===== src/rtl/periph_bus_decoder_if.sv =====
// Transaction and target-side bus bundle for the peripheral/memory decoder.
`timescale 1ns/1ps
interface periph_bus_decoder_if #(
   parameter int ADDR_W     = 16,
   parameter int DATA_W     = 8,
   parameter int NUM_PERIPH = 4,
   parameter int REG_W      = 2
);
   // control-unit transaction side
   logic                         req_start_i;
   logic [ADDR_W-1:0]            req_addr_i;
   logic                         req_rnw_i;
   logic [DATA_W-1:0]            req_wdata_i;
   logic                         req_done_o;
   logic                         req_busy_o;
   logic                         req_err_o;
   logic [DATA_W-1:0]            req_rdata_o;
   // SPI memory master side
   logic                         mem_start_o;
   logic                         mem_done_i;
   logic [DATA_W-1:0]            mem_rdata_i;
   // on-chip peripheral side
   logic [NUM_PERIPH-1:0]        per_cs_o;
   logic                         per_we_o;
   logic [REG_W-1:0]             per_addr_o;
   logic [DATA_W-1:0]            per_wdata_o;
   logic [NUM_PERIPH*DATA_W-1:0] per_rdata_i;
   logic [NUM_PERIPH-1:0]        per_ready_i;

   // the decoder itself
   modport slave (
      input  req_start_i, req_addr_i, req_rnw_i, req_wdata_i,
             mem_done_i, mem_rdata_i, per_rdata_i, per_ready_i,
      output req_done_o, req_busy_o, req_err_o, req_rdata_o,
             mem_start_o, per_cs_o, per_we_o, per_addr_o, per_wdata_o
   );

   // the environment driving the decoder (control unit plus targets)
   modport master (
      output req_start_i, req_addr_i, req_rnw_i, req_wdata_i,
             mem_done_i, mem_rdata_i, per_rdata_i, per_ready_i,
      input  req_done_o, req_busy_o, req_err_o, req_rdata_o,
             mem_start_o, per_cs_o, per_we_o, per_addr_o, per_wdata_o
   );
endinterface


===== src/rtl/periph_bus_decoder.sv =====
// Memory-map decoder/bridge: routes control-unit transactions either to the
// SPI memory master or to one of NUM_PERIPH register-mapped peripherals,
// with per-channel ready handshake, timeout and unmapped-access error.
`timescale 1ns/1ps
module periph_bus_decoder #(
   parameter int          ADDR_W      = 16,
   parameter int          DATA_W      = 8,
   parameter int          NUM_PERIPH  = 4,
   parameter int          PAGE_MSB    = 7,
   parameter logic [3:0]  PERIPH_PAGE = 4'hF,
   parameter int          REG_W       = 2,
   parameter int          SEL_W       = 2,
   parameter int          TIMEOUT     = 15
) (
   input  logic                 clk_core_i,
   input  logic                 rst_i,
   periph_bus_decoder_if.slave  bus
);

   typedef enum logic [1:0] {
      IDLE     = 2'd0,
      MEM_WAIT = 2'd1,
      PER_WAIT = 2'd2,
      RESP     = 2'd3
   } state_t;

   localparam int                CNT_W     = $clog2(TIMEOUT + 1);
   localparam logic [CNT_W-1:0]  TIMEOUT_C = CNT_W'(TIMEOUT);
   localparam logic [SEL_W:0]    NUM_P_C   = (SEL_W + 1)'(NUM_PERIPH);

   state_t               state_q, state_d;
   logic [SEL_W-1:0]     idx_q, idx_d;
   logic [REG_W-1:0]     reg_q, reg_d;
   logic                 we_q, we_d;
   logic [DATA_W-1:0]    wdata_q, wdata_d;
   logic [CNT_W-1:0]     cnt_q, cnt_d;
   logic                 err_q, err_d;
   logic [DATA_W-1:0]    rdata_q, rdata_d;

   logic [3:0]           page_s;
   logic [SEL_W-1:0]     idx_s;
   logic                 periph_s;
   logic                 mapped_s;
   logic [NUM_PERIPH-1:0] sel_mask_s;
   logic                 ready_s;
   logic [CNT_W-1:0]     cnt_inc_s;
   logic                 timeout_s;
   logic [DATA_W-1:0]    per_rdata_sel_s;
   logic                 unused_addr_s;

   // Address decode of the incoming request and channel selection of the latched one
   assign page_s        = bus.req_addr_i[PAGE_MSB -: 4];
   assign idx_s         = bus.req_addr_i[REG_W +: SEL_W];
   assign periph_s      = (page_s == PERIPH_PAGE);
   assign mapped_s      = periph_s && ({1'b0, idx_s} < NUM_P_C);
   assign sel_mask_s    = NUM_PERIPH'(1'b1) << idx_q;
   assign ready_s       = |(bus.per_ready_i & sel_mask_s);
   assign cnt_inc_s     = cnt_q + CNT_W'(1'b1);
   assign timeout_s     = (cnt_inc_s == TIMEOUT_C);
   assign unused_addr_s = ^bus.req_addr_i;

   // Read-data mux: only the latched channel contributes to the OR
   always_comb begin
      per_rdata_sel_s = {DATA_W{1'b0}};
      for (int k = 0; k < NUM_PERIPH; k++) begin
         per_rdata_sel_s = per_rdata_sel_s
                         | (bus.per_rdata_i[k*DATA_W +: DATA_W] & {DATA_W{idx_q == SEL_W'(k)}});
      end
   end

   // State and datapath registers with synchronous reset
   always_ff @(posedge clk_core_i) begin
      if (rst_i) begin
         state_q <= IDLE;
         idx_q   <= {SEL_W{1'b0}};
         reg_q   <= {REG_W{1'b0}};
         we_q    <= 1'b0;
         wdata_q <= {DATA_W{1'b0}};
         cnt_q   <= {CNT_W{1'b0}};
         err_q   <= 1'b0;
         rdata_q <= {DATA_W{1'b0}};
      end else begin
         state_q <= state_d;
         idx_q   <= idx_d;
         reg_q   <= reg_d;
         we_q    <= we_d;
         wdata_q <= wdata_d;
         cnt_q   <= cnt_d;
         err_q   <= err_d;
         rdata_q <= rdata_d;
      end
   end

   // Next-state and capture logic; ready is tested before timeout so it wins a tie
   always_comb begin
      state_d = state_q;
      idx_d   = idx_q;
      reg_d   = reg_q;
      we_d    = we_q;
      wdata_d = wdata_q;
      cnt_d   = cnt_q;
      err_d   = err_q;
      rdata_d = rdata_q;
      case (state_q)
         IDLE: begin
            if (bus.req_start_i) begin
               we_d = ~bus.req_rnw_i;
               if (!periph_s) begin
                  state_d = MEM_WAIT;
               end else if (mapped_s) begin
                  state_d = PER_WAIT;
                  idx_d   = idx_s;
                  reg_d   = bus.req_addr_i[REG_W-1:0];
                  wdata_d = bus.req_wdata_i;
               end else begin
                  state_d = RESP;
                  err_d   = 1'b1;
                  rdata_d = {DATA_W{1'b0}};
               end
            end else begin
               state_d = IDLE;
            end
         end
         MEM_WAIT: begin
            if (bus.mem_done_i) begin
               state_d = RESP;
               err_d   = 1'b0;
               rdata_d = we_q ? rdata_q : bus.mem_rdata_i;
            end else begin
               state_d = MEM_WAIT;
            end
         end
         PER_WAIT: begin
            if (ready_s) begin
               state_d = RESP;
               err_d   = 1'b0;
               rdata_d = we_q ? rdata_q : per_rdata_sel_s;
            end else if (timeout_s) begin
               state_d = RESP;
               cnt_d   = cnt_inc_s;
               err_d   = 1'b1;
               rdata_d = {DATA_W{1'b0}};
            end else begin
               cnt_d   = cnt_inc_s;
            end
         end
         RESP: begin
            state_d = IDLE;
            cnt_d   = {CNT_W{1'b0}};
         end
         default: begin
            state_d = IDLE;
            cnt_d   = {CNT_W{1'b0}};
         end
      endcase
   end

   // Output decode; peripheral strobes are only driven while a channel is selected
   always_comb begin
      bus.req_busy_o  = (state_q != IDLE);
      bus.req_done_o  = (state_q == RESP);
      bus.req_err_o   = (state_q == RESP) && err_q;
      bus.req_rdata_o = rdata_q;
      bus.mem_start_o = (state_q == IDLE) && bus.req_start_i && !periph_s;
      if (state_q == PER_WAIT) begin
         bus.per_cs_o    = sel_mask_s;
         bus.per_we_o    = we_q;
         bus.per_addr_o  = reg_q;
         bus.per_wdata_o = wdata_q;
      end else begin
         bus.per_cs_o    = {NUM_PERIPH{1'b0}};
         bus.per_we_o    = 1'b0;
         bus.per_addr_o  = {REG_W{1'b0}};
         bus.per_wdata_o = {DATA_W{1'b0}};
      end
   end

endmodule


===== src/flat_wrapper.sv =====
// flat-port wrapper written by rule: the top's interface ports become plain ports
module periph_bus_decoder_flat 
#(
   parameter int          ADDR_W      = 16,
   parameter int          DATA_W      = 8,
   parameter int          NUM_PERIPH  = 4,
   parameter int          PAGE_MSB    = 7,
   parameter logic [3:0]  PERIPH_PAGE = 4'hF,
   parameter int          REG_W       = 2,
   parameter int          SEL_W       = 2,
   parameter int          TIMEOUT     = 15
)
  (clk_core_i, rst_i, bus_req_start_i, bus_req_addr_i, bus_req_rnw_i, bus_req_wdata_i, bus_mem_done_i, bus_mem_rdata_i, bus_per_rdata_i, bus_per_ready_i, bus_req_done_o, bus_req_busy_o, bus_req_err_o, bus_req_rdata_o, bus_mem_start_o, bus_per_cs_o, bus_per_we_o, bus_per_addr_o, bus_per_wdata_o);
  periph_bus_decoder_if #(.ADDR_W(ADDR_W), .DATA_W(DATA_W), .NUM_PERIPH(NUM_PERIPH), .REG_W(REG_W)) bus_i ();
  input  logic clk_core_i;
  input  logic rst_i;
  input wire logic [$bits(bus_i.req_start_i)-1:0] bus_req_start_i;
  input wire logic [$bits(bus_i.req_addr_i)-1:0] bus_req_addr_i;
  input wire logic [$bits(bus_i.req_rnw_i)-1:0] bus_req_rnw_i;
  input wire logic [$bits(bus_i.req_wdata_i)-1:0] bus_req_wdata_i;
  input wire logic [$bits(bus_i.mem_done_i)-1:0] bus_mem_done_i;
  input wire logic [$bits(bus_i.mem_rdata_i)-1:0] bus_mem_rdata_i;
  input wire logic [$bits(bus_i.per_rdata_i)-1:0] bus_per_rdata_i;
  input wire logic [$bits(bus_i.per_ready_i)-1:0] bus_per_ready_i;
  output wire logic [$bits(bus_i.req_done_o)-1:0] bus_req_done_o;
  output wire logic [$bits(bus_i.req_busy_o)-1:0] bus_req_busy_o;
  output wire logic [$bits(bus_i.req_err_o)-1:0] bus_req_err_o;
  output wire logic [$bits(bus_i.req_rdata_o)-1:0] bus_req_rdata_o;
  output wire logic [$bits(bus_i.mem_start_o)-1:0] bus_mem_start_o;
  output wire logic [$bits(bus_i.per_cs_o)-1:0] bus_per_cs_o;
  output wire logic [$bits(bus_i.per_we_o)-1:0] bus_per_we_o;
  output wire logic [$bits(bus_i.per_addr_o)-1:0] bus_per_addr_o;
  output wire logic [$bits(bus_i.per_wdata_o)-1:0] bus_per_wdata_o;
  assign bus_i.req_start_i = bus_req_start_i;
  assign bus_i.req_addr_i = bus_req_addr_i;
  assign bus_i.req_rnw_i = bus_req_rnw_i;
  assign bus_i.req_wdata_i = bus_req_wdata_i;
  assign bus_i.mem_done_i = bus_mem_done_i;
  assign bus_i.mem_rdata_i = bus_mem_rdata_i;
  assign bus_i.per_rdata_i = bus_per_rdata_i;
  assign bus_i.per_ready_i = bus_per_ready_i;
  assign bus_req_done_o = bus_i.req_done_o;
  assign bus_req_busy_o = bus_i.req_busy_o;
  assign bus_req_err_o = bus_i.req_err_o;
  assign bus_req_rdata_o = bus_i.req_rdata_o;
  assign bus_mem_start_o = bus_i.mem_start_o;
  assign bus_per_cs_o = bus_i.per_cs_o;
  assign bus_per_we_o = bus_i.per_we_o;
  assign bus_per_addr_o = bus_i.per_addr_o;
  assign bus_per_wdata_o = bus_i.per_wdata_o;
  periph_bus_decoder #(.ADDR_W(ADDR_W), .DATA_W(DATA_W), .NUM_PERIPH(NUM_PERIPH), .PAGE_MSB(PAGE_MSB), .PERIPH_PAGE(PERIPH_PAGE), .REG_W(REG_W), .SEL_W(SEL_W), .TIMEOUT(TIMEOUT)) u_core (.clk_core_i(clk_core_i), .rst_i(rst_i), .bus(bus_i));
endmodule

===== config.mk =====
export PLATFORM = sky130hd
export DESIGN_NAME = periph_bus_decoder_flat
export DESIGN_NICKNAME = d
export VERILOG_FILES = /design/src/rtl/periph_bus_decoder_if.sv /design/src/rtl/periph_bus_decoder.sv /design/src/flat_wrapper.sv
export SDC_FILE = /design/constraint.sdc
export NUM_CORES = 1
export LEC_CHECK = 0
export CORE_MARGIN = 2
export CORE_UTILIZATION = 39
export CTS_CLUSTER_SIZE = 24
export DETAILED_ROUTE_END_ITERATION = 12
export PLACE_DENSITY = 0.81
export REMOVE_ABC_BUFFERS = 1
export SYNTH_ARGS = -nofsm -noshare
export SYNTH_HDL_FRONTEND = slang
export SYNTH_SLANG_ARGS = --single-unit

===== constraint.sdc =====
create_clock -name clk_core_i -period 2.73 [get_ports clk_core_i]
set_clock_uncertainty 0.2 [all_clocks]
set_input_delay 0.546 -clock clk_core_i [delete_from_list [all_inputs] [get_ports clk_core_i]]
set_output_delay 0.546 -clock clk_core_i [all_outputs]
set_load 0.01 [all_outputs]

After elaboration in Yosys (flattened, before gate mapping) --
Index checks and enable logic that the tools add are counted.
Cells by class: add/subtract/negate cells 1, eq/ne operators 13, shift-type cells 1, muxes and demuxes 22, bitwise logic cells 9, reductions and logical operators 15
Operators with widths (number):
- 8-bit two-way mux | 6
- 8-bit bitwise AND | 4
- 8-bit bitwise OR | 3
- 8-bit one-hot mux with 2 select lines | 1
- 2-bit two-way mux | 6
- 2-bit equality test, second input constant | 4
- 4-bit equality test, second input constant | 2
- 4-bit two-way mux | 2
- 2-bit one-hot mux with 4 select lines | 1
- 4-bit one-hot mux with 2 select lines | 1
- 2-bit inequality test, second input constant | 3
- 3-bit AND reduction | 2
- 2-bit nonzero test | 3
- 5-bit AND reduction | 1
- 4-bit by 1-bit adder with 4-bit output, second input constant | 1
- 4-bit bitwise AND | 1
- 2-bit by 1-bit equality test with 1-bit output, second input constant | 2
- 2-bit zero test | 2
- 1-bit two-way mux | 4
- 2-bit AND reduction | 2
- 4-bit OR reduction | 1
- 1-bit by 2-bit << shifter with 4-bit output, first input constant | 1
- 1-bit logical AND | 3
- 3-bit by 1-bit inequality test with 1-bit output, second input constant | 1
- 4 further kinds | 4
Storage, ports and cells: flip-flop bits (word level) 28, input port bits 73

Longest topological paths before layout --
Gate-level depths: netlist of the first run.
word-level depth 8, mapped depth 8, mapped depth without buffers 6

Least setup slack after synthesis of the first run --
No wires, ideal clock.
path kind reg-to-output, from register u_core.state_q[0], to output port bus_per_cs_o[2], arrival time 1.501 ns, data required time 1.984 ns, setup slack 0.483 ns, stages on the path, launching flop included 8, path buffers 3, cell sequence dfxtp_1 > inv_1 > ha_1 > buf_2 > clkbuf_1 > clkbuf_1 > nand2_1 > nor2_1
On the way: cells in the longest elaborated chain, start to end 2
Ends and longest elaborated chain:
- start, declared | line periph_bus_decoder.sv:31 | state_t state_q, state_d;
- start signal, assigned | line periph_bus_decoder.sv:83 | state_q <= state_d;
- 2-bit equality test | line periph_bus_decoder.sv:165 | if (state_q == PER_WAIT) begin
- 4-bit two-way mux | line periph_bus_decoder.sv:165
- end, declared | line flat_wrapper.sv:30 | output wire logic [$bits(bus_i.per_cs_o)-1:0] bus_per_cs_o;
Every way passes these cells.

Worst setup path after layout of the first run --
from input port bus_req_addr_i[7], to output port bus_mem_start_o
On the way: cells in the longest elaborated chain, start to end 3
Ends and longest elaborated chain:
- start, declared | line flat_wrapper.sv:18 | input wire logic [$bits(bus_i.req_addr_i)-1:0] bus_req_addr_i;
- 4-bit equality test | line periph_bus_decoder.sv:54 | assign periph_s = (page_s == PERIPH_PAGE);
- 1-bit zero test
- 1-bit logical AND | line periph_bus_decoder.sv:164 | bus.mem_start_o = (state_q == IDLE) && bus.req_start_i && !periph_s;
- end, declared | line flat_wrapper.sv:29 | output wire logic [$bits(bus_i.mem_start_o)-1:0] bus_mem_start_o;
Every way passes these cells.

==> results of run 1 <==
[cell usage in the layout, fill, tap and decap left out, drive strengths merged, types with 8 or more instances in the layout]
cell / instances
clkdlybuf4s50: 91
nand2: 31
dfxtp: 28
a21oi: 24
nor2: 20
mux2i: 17
inv: 15
and2: 12
o22ai: 9
nor3: 9
nor4b: 8
[registers in the layout, indices dropped and copies added (netlist names)]
| signal | flops |
|---|---|
| u_core.cnt_q | 4 |
| u_core.state_q | 2 |
| u_core.idx_q | 2 |
| u_core.we_q | 1 |
| u_core.err_q | 1 |
| u_core.reg_q | 2 |
| u_core.wdata_q | 8 |
| u_core.bus.req_rdata_o | 8 |
[cell families after synthesis]
family	share of synthesized area [%]
flip-flops	30.6
AO/OA/AOI/OAI	18.6
AND/OR/NAND/NOR	27.5
buffers and inverters	6.70
multiplexers	11.8
adder cells (fa/ha/maj)	4.78
[critical path, cell delays in order]
cell and delay, ns:
sky130_fd_sc_hd__clkdlybuf4s50_1 0.43, sky130_fd_sc_hd__and4_1 0.24, sky130_fd_sc_hd__nor2_1 0.11, sky130_fd_sc_hd__clkdlybuf4s50_1 0.56
[layer usage]
metal | global-route usage (%) | wire length (um) | vias to the layer above
li1 | - | - | 972
met1 | 24.1 | 2120 | 861
met2 | 34.6 | 2460 | 56
met3 | 5.69 | 327 | 6
met4 | 4.94 | 60 | 0
met5 | 0 | 0 | -
[worst max-delay path by stage]
| stage | end | slack (ns) | start |
|---|---|---|---|
| after detailed placement | u_core.bus.req_rdata_o[3] | 0.08 | bus_per_ready_i[0] |
| after global placement | u_core.bus.req_rdata_o[4] | 0.12 | bus_per_ready_i[3] |
| after global routing | bus_mem_start_o | 0.06 | bus_req_addr_i[7] |
| after CTS | bus_per_cs_o[0] | 0.07 | u_core.state_q[0] |
| after floorplan | u_core.bus.req_rdata_o[0] | 0.13 | u_core.idx_q[0] |
| final | bus_mem_start_o | 0.11 | bus_req_addr_i[7] |
[stage by stage]
stage	area (um^2)	util, %	hold WS [ns]	instances
floorplan	1760	-	0.226	213
CTS	2840	63.8	0.257	366
global route	2850	64.0	0.280	366
finish	2850	64.0	0.255	366
detailed placement	2790	62.8	0.243	363
global placement	2790	62.8	0.237	363
[area by class of cell]
cell class	instances	area (um^2)	area share (%)
repair buffers	98	963	33.8
multi-input cells	170	1160	40.7
well taps	52	65.1	2.29
flip-flops and latches	28	561	19.7
clock buffers	3	41.3	1.45
inverters	15	56.3	1.98
[cells in the mapped netlist]
master,number,share of area (%)
sky130_fd_sc_hd__nand2_1,31,6.4
sky130_fd_sc_hd__dfxtp_1,28,31
sky130_fd_sc_hd__a21oi_1,24,6.6
sky130_fd_sc_hd__nor2_1,20,4.1
sky130_fd_sc_hd__mux2i_1,17,9.3
sky130_fd_sc_hd__inv_1,15,3.1
sky130_fd_sc_hd__and2_1,12,4.1
sky130_fd_sc_hd__nor3_1,9,2.5
sky130_fd_sc_hd__o22ai_1,9,3.1
sky130_fd_sc_hd__clkbuf_1,8,1.6
sky130_fd_sc_hd__ha_1,7,4.8
sky130_fd_sc_hd__nor4b_1,6,2.9
sky130_fd_sc_hd__a22o_1,2,0.96
sky130_fd_sc_hd__a32oi_1,2,0.96
sky130_fd_sc_hd__and3_1,2,0.68
sky130_fd_sc_hd__buf_2,2,0.55
sky130_fd_sc_hd__buf_6,2,1.2
sky130_fd_sc_hd__mux2_2,2,1.2
sky130_fd_sc_hd__nand2b_1,2,0.68
sky130_fd_sc_hd__nand3_1,2,0.55
sky130_fd_sc_hd__nand3b_1,2,0.82
sky130_fd_sc_hd__nand4_1,2,0.68
sky130_fd_sc_hd__nor2b_1,2,0.68
sky130_fd_sc_hd__nor4b_2,2,1.6
sky130_fd_sc_hd__a2bb2oi_1,1,0.48
sky130_fd_sc_hd__a311oi_1,1,0.48
sky130_fd_sc_hd__a31oi_1,1,0.34
sky130_fd_sc_hd__and3b_1,1,0.48
sky130_fd_sc_hd__and4_1,1,0.48
sky130_fd_sc_hd__and4b_1,1,0.55
sky130_fd_sc_hd__buf_1,1,0.20
sky130_fd_sc_hd__mux4_2,1,1.2
sky130_fd_sc_hd__nor3b_1,1,0.41
sky130_fd_sc_hd__o2111ai_4,1,1.4
sky130_fd_sc_hd__o211a_4,1,0.96
sky130_fd_sc_hd__o211ai_4,1,1.2
sky130_fd_sc_hd__o21a_1,1,0.41
sky130_fd_sc_hd__o21ai_0,1,0.27
sky130_fd_sc_hd__o21ai_4,1,0.89
sky130_fd_sc_hd__o221a_2,1,0.62
[where the power goes]
part,total [mW],internal (mW),switching (mW)
logic,0.250,0.156,0.0938
registers,0.437,0.426,0.0110
clock network,0.230,0.0994,0.131
total,0.916,0.681,0.236
[repair_timing]
action | 4_1_cts | 5_1_grt
buffers inserted | 0 | 0
setup endpoints to repair | 14 | 1
gates resized for setup | 1 | 1
endpoints found under the hold margin | 0 | 0
pin swaps | 0 | 0
==> flow_metrics.py, run 1 <==
metrics = {
    "run_status": {
        "outcome": "complete, no violations",
    },
    "floorplan": {
        "top_level_ports": 100,
        "die_height_um": 72.5,
        "start_util_pct": 41.2,
        "die-area_mm2": 0.00526,
        "dieWidth_um": 72.5,
        "core.rowCount": 24,
        "floorplan.core_area_mm2": 0.00444,
    },
    "layout": {
        "layout.filler_cells": 387,
        "layout-area-overhead-vs-synth_pct": 55.5,
        "drive_gt1_share_pct": 6.69,
        "num-nets-final": 396,
        "n_antenna_cell": 0,
    },
    "clock_tree": {
        "clk_pin_slew_worst_setup_hold_paths_ns": 0.09,
        "cts_htree_levels": 1,
        "clkLatencyLatePin_ns": 0.28,
        "cts.root.buffer_cell": "sky130_fd_sc_hd__clkbuf_8",
        "cts_tree": "done",
        "numCtsBuffers": 3,
        "cts_sinks": 28,
        "ctsLongestPathBuffers": 2,
        "hold_buffers": 0,
    },
    "place": {
        "port_buffers": 91,
        "detailedPlace.worstSlack_ns": 0.0754,
        "gp_congestion": 0.754,
        "detailed_place_hpwl_um": 3850,
    },
    "drt": {
        "detailed_routing_iterations_pass_1": 4,
        "route.vias.total": 1895,
        "detail_route.wl_per_cell_um": 13.6,
        "detail_route.wirelength_um": 4970,
        "vias_per_cell": 5.18,
        "dr.first_iter.drc_count": 86,
        "antenna_left": 0,
        "detail_route.drc_violations": 0,
    },
    "sta": {
        "report.final.slew_viol_count": 0,
        "layout_worst_path_cycle_share_pct": 96.0,
        "grt_setup_unrepaired": "false",
        "setup_tns_ns": 0,
        "fin_crit_ns": 2.62,
        "postLayoutSetupSlackWorst_ns": 0.109,
        "max_slew_margin_pct": 64.1,
        "max_freq_ghz": 0.382,
        "actual_slew_at_the_worst_max_slew_pin_ns": 0.539,
        "setup_viol": 0,
        "timing_hold_violations_final": 0,
    },
    "pwr": {
        "leakagePower_nw": 1.02,
        "vdd_drop_max_uv": 236,
        "power_density_mw_per_mm2": 322,
        "power.total_mw": 0.916,
    },
    "global_routing": {
        "grt_start_max_net_pins": 29,
        "grt_first_pass_wirelength_um": 8380,
        "first_global_vias": 1848,
        "grt.total_usage_pct": 19.9,
        "grt_overflow_total": 0,
        "grt_antenna_before_repair": 0,
    },
    "worst_hold_path": {
        "hold-path-cell-count": 2,
        "hold_end": "u_core.wdata_q[5]",
        "hold_class": "reg2reg",
        "hold_start": "u_core.wdata_q[5]",
    },
    "yosys": {
        "netlist_instances": 226,
        "synthesis.yosys.warnings": 0,
        "synth.ff_latch_count": 28,
        "synth.lib_cells_used.distinct": 40,
        "postSynthAreaPerCell_um2": 8.10,
        "ys_seq_area_share_pct": 30.6,
        "synth.cell_area_mm2": 0.00183,
    },
    "worst_setup_path": {
        "worst_setup_path_end_kind": "output pin",
        "worstRegToRegCells": 6,
        "cp_max_fo": 3,
        "r2r_setup_slack_ns": 0.57,
        "timing_worst_setup_path_type": "in2out",
        "timing.rr.end": "u_core.bus.req_rdata_o[0]",
        "worst_ep_required_time_ns": 1.98,
        "cp.arrival_ns": 1.87,
        "worstReg2RegStart": "u_core.cnt_q[1]",
        "critPathLaunchType": "input port",
    },
    "flow_run": {
        "cap_viol_max_count": 0,
    },
}
Power figures use the tool's default switching activity.
==> run 2: changes to the inputs <==
--- a/config.mk
+++ b/config.mk
@@ -5,10 +5,12 @@
 export SDC_FILE = /design/constraint.sdc
 export NUM_CORES = 1
 export LEC_CHECK = 0
+export CAP_MARGIN = 10
 export CORE_MARGIN = 2
 export CORE_UTILIZATION = 39
 export CTS_CLUSTER_SIZE = 24
 export DETAILED_ROUTE_END_ITERATION = 12
+export GPL_ROUTABILITY_DRIVEN = 0
 export PLACE_DENSITY = 0.81
 export REMOVE_ABC_BUFFERS = 1
 export SYNTH_ARGS = -nofsm -noshare
==> constraint.sdc (replaced) <==
create_clock -name clk_core_i -period 2.7 [get_ports clk_core_i]
set_clock_uncertainty 0.2 [all_clocks]
set_input_delay 0.54 -clock clk_core_i [delete_from_list [all_inputs] [get_ports clk_core_i]]
set_output_delay 0.54 -clock clk_core_i [all_outputs]
set_load 0.01 [all_outputs]
==> flow_metrics.py, run 2 (synthesis results as in run 1) <==
metrics = {
    "clock_tree": {
        "clk_pin_slew_worst_setup_hold_paths_ns": 0.09,
        "post-cts-setup-buffers": 0,
        "ctsLongestPathBuffers": 2,
        "cts_tree": "done",
        "cts.root.buffer_cell": "sky130_fd_sc_hd__clkbuf_8",
        "clkLatencyLatePin_ns": 0.27,
        "numCtsBuffers": 3,
        "hold_buffers": 0,
        "cts_sinks": 28,
        "cts_htree_levels": 1,
    },
    "global_routing": {
        "grt.total_usage_pct": 19.8,
        "grt_start_max_net_pins": 29,
        "grt_first_pass_wirelength_um": 8540,
        "grt_antenna_before_repair": 0,
        "first_global_vias": 1947,
        "grt_overflow_total": 0,
    },
    "layout": {
        "register_area_um2": 561,
        "num-nets-final": 394,
        "layout-area-overhead-vs-synth_pct": 55.4,
        "multiInputGateArea_mm2": 0.00116,
        "commonest_non_fill_non_tap_cell_in_the_layout": "sky130_fd_sc_hd__clkdlybuf4s50_1",
        "n_antenna_cell": 0,
        "drive_gt1_share_pct": 6.39,
        "layout.filler_cells": 397,
        "layout_common_cells": "91 x sky130_fd_sc_hd__clkdlybuf4s50_1, 31 x sky130_fd_sc_hd__nand2_1, 28 x sky130_fd_sc_hd__dfxtp_1",
    },
    "drt": {
        "route.vias.total": 1865,
        "detail_route.wl_per_cell_um": 13.6,
        "vias_per_cell": 5.11,
        "detailed_routing_iterations_pass_1": 4,
        "detail_route.wirelength_um": 4970,
        "antenna_left": 0,
        "detail_route.drc_violations": 0,
        "dr.first_iter.drc_count": 98,
    },
    "floorplan": {
        "die-area_mm2": 0.00526,
        "start_util_pct": 41.2,
        "dieWidth_um": 72.5,
        "floorplan.core_area_mm2": 0.00444,
        "die_height_um": 72.5,
        "top_level_ports": 100,
        "core.rowCount": 24,
    },
    "sta": {
        "actual_slew_at_the_worst_max_slew_pin_ns": 0.532,
        "report.final.slew_viol_count": 0,
        "fin_crit_ns": 2.61,
        "max_freq_ghz": 0.384,
        "max_slew_margin_pct": 64.5,
        "smallest_hold_slack_ns": 0.253,
        "grt_setup_unrepaired": "false",
        "postLayoutSetupSlackWorst_ns": 0.0938,
        "setup_viol": 0,
        "layout_worst_path_cycle_share_pct": 96.5,
        "setup_tns_ns": 0,
        "timing_hold_violations_final": 0,
    },
    "worst_setup_path": {
        "timing.rr.end": "u_core.bus.req_rdata_o[5]",
        "worst-path-buf-inv": 2,
        "cp.arrival_ns": 1.87,
        "cp_max_fo": 3,
        "worstReg2RegStart": "u_core.state_q[0]",
        "path_common_cell": "sky130_fd_sc_hd__clkdlybuf4s50_1",
        "worst_setup_path_end_kind": "output pin",
        "worst_ep_required_time_ns": 1.96,
        "slowest_delay_ns": 0.56,
        "crit_path_cell_trace": "clkdlybuf4s50_1, and4_1, nor2_1, clkdlybuf4s50_1",
        "timing_worst_setup_path_type": "in2out",
        "r2r_setup_slack_ns": 0.50,
        "critPathLaunchType": "input port",
        "worstRegToRegCells": 7,
        "critical_path.top_delay_family": "buffers and inverters",
        "cp_slowest_cell": "sky130_fd_sc_hd__clkdlybuf4s50_1",
    },
    "run_status": {
        "outcome": "complete, no violations",
    },
    "pwr": {
        "vdd_drop_max_uv": 275,
        "power_density_mw_per_mm2": 335,
        "leakagePower_nw": 1.02,
    },
    "place": {
        "detailed_place_hpwl_um": 3850,
        "port_buffers": 91,
        "detailedPlace.worstSlack_ns": 0.0341,
    },
    "worst_hold_path": {
        "hold-path-cell-count": 2,
        "hold_class": "reg2reg",
        "hold_start": "u_core.wdata_q[1]",
        "hold_end": "u_core.wdata_q[1]",
    },
    "flow_run": {
        "cap_viol_max_count": 0,
    },
}
-- run 2: worst max-delay path by stage --
stage,start,endpoint,slack (ns),cells after the start
after floorplan,u_core.idx_q[0],u_core.bus.req_rdata_o[0],0.10,5
after global placement,bus_per_ready_i[3],u_core.bus.req_rdata_o[7],0.09,6
after detailed placement,bus_per_ready_i[3],u_core.bus.req_rdata_o[5],0.03,6
after CTS,u_core.state_q[0],bus_per_cs_o[0],0.07,4
after global routing,u_core.state_q[0],bus_mem_start_o,0.05,5
final,bus_req_addr_i[7],bus_mem_start_o,0.09,4
-- run 2: layout make-up --
cell class              instances  area share [%]
repair buffers                 96            33.3
inverters                      15            1.98
clock buffers                   4            1.93
flip-flops and latches         28            19.7
multi-input cells             170            40.8
well taps                      52            2.29
-- run 2: timing repair --
action / in CTS / in global routing
pin swaps: 0 / 0
setup endpoints to repair: 3 / 1
gates resized for setup: 1 / 1
-- run 2: through the flow --
stage                     power [mW]  cells  utilization (%)  instance area, um^2
after global placement         0.698    361             62.5                 2780
final                          0.954    365             64.0                 2850
after floorplan                0.548    213                -                 1760
after global routing           0.999    365             64.0                 2850
after detailed placement       0.703    361             62.5                 2780
after CTS                      0.961    365             63.8                 2840
-- run 2: per-layer routing --
metal	vias to the layer above	wire length (um)	GRT usage (%)
met3	4	317	5.56
li1	964	-	-
met4	0	20	3.29
met5	-	0	0
met2	48	2590	35.9
met1	849	2040	23.5
-- run 2: tightest hold or removal path: stages (launching register included) --
cell and delay (ns):
sky130_fd_sc_hd__dfxtp_1 0.31, sky130_fd_sc_hd__nand2_1 0.05, sky130_fd_sc_hd__a21oi_1 0.05
-- run 2: power by group --
group          switching [mW]  leakage [nW]  internal [mW]
clock                   0.128        0.0288          0.131
combinational          0.0961         0.763          0.157
sequential             0.0117         0.227          0.430
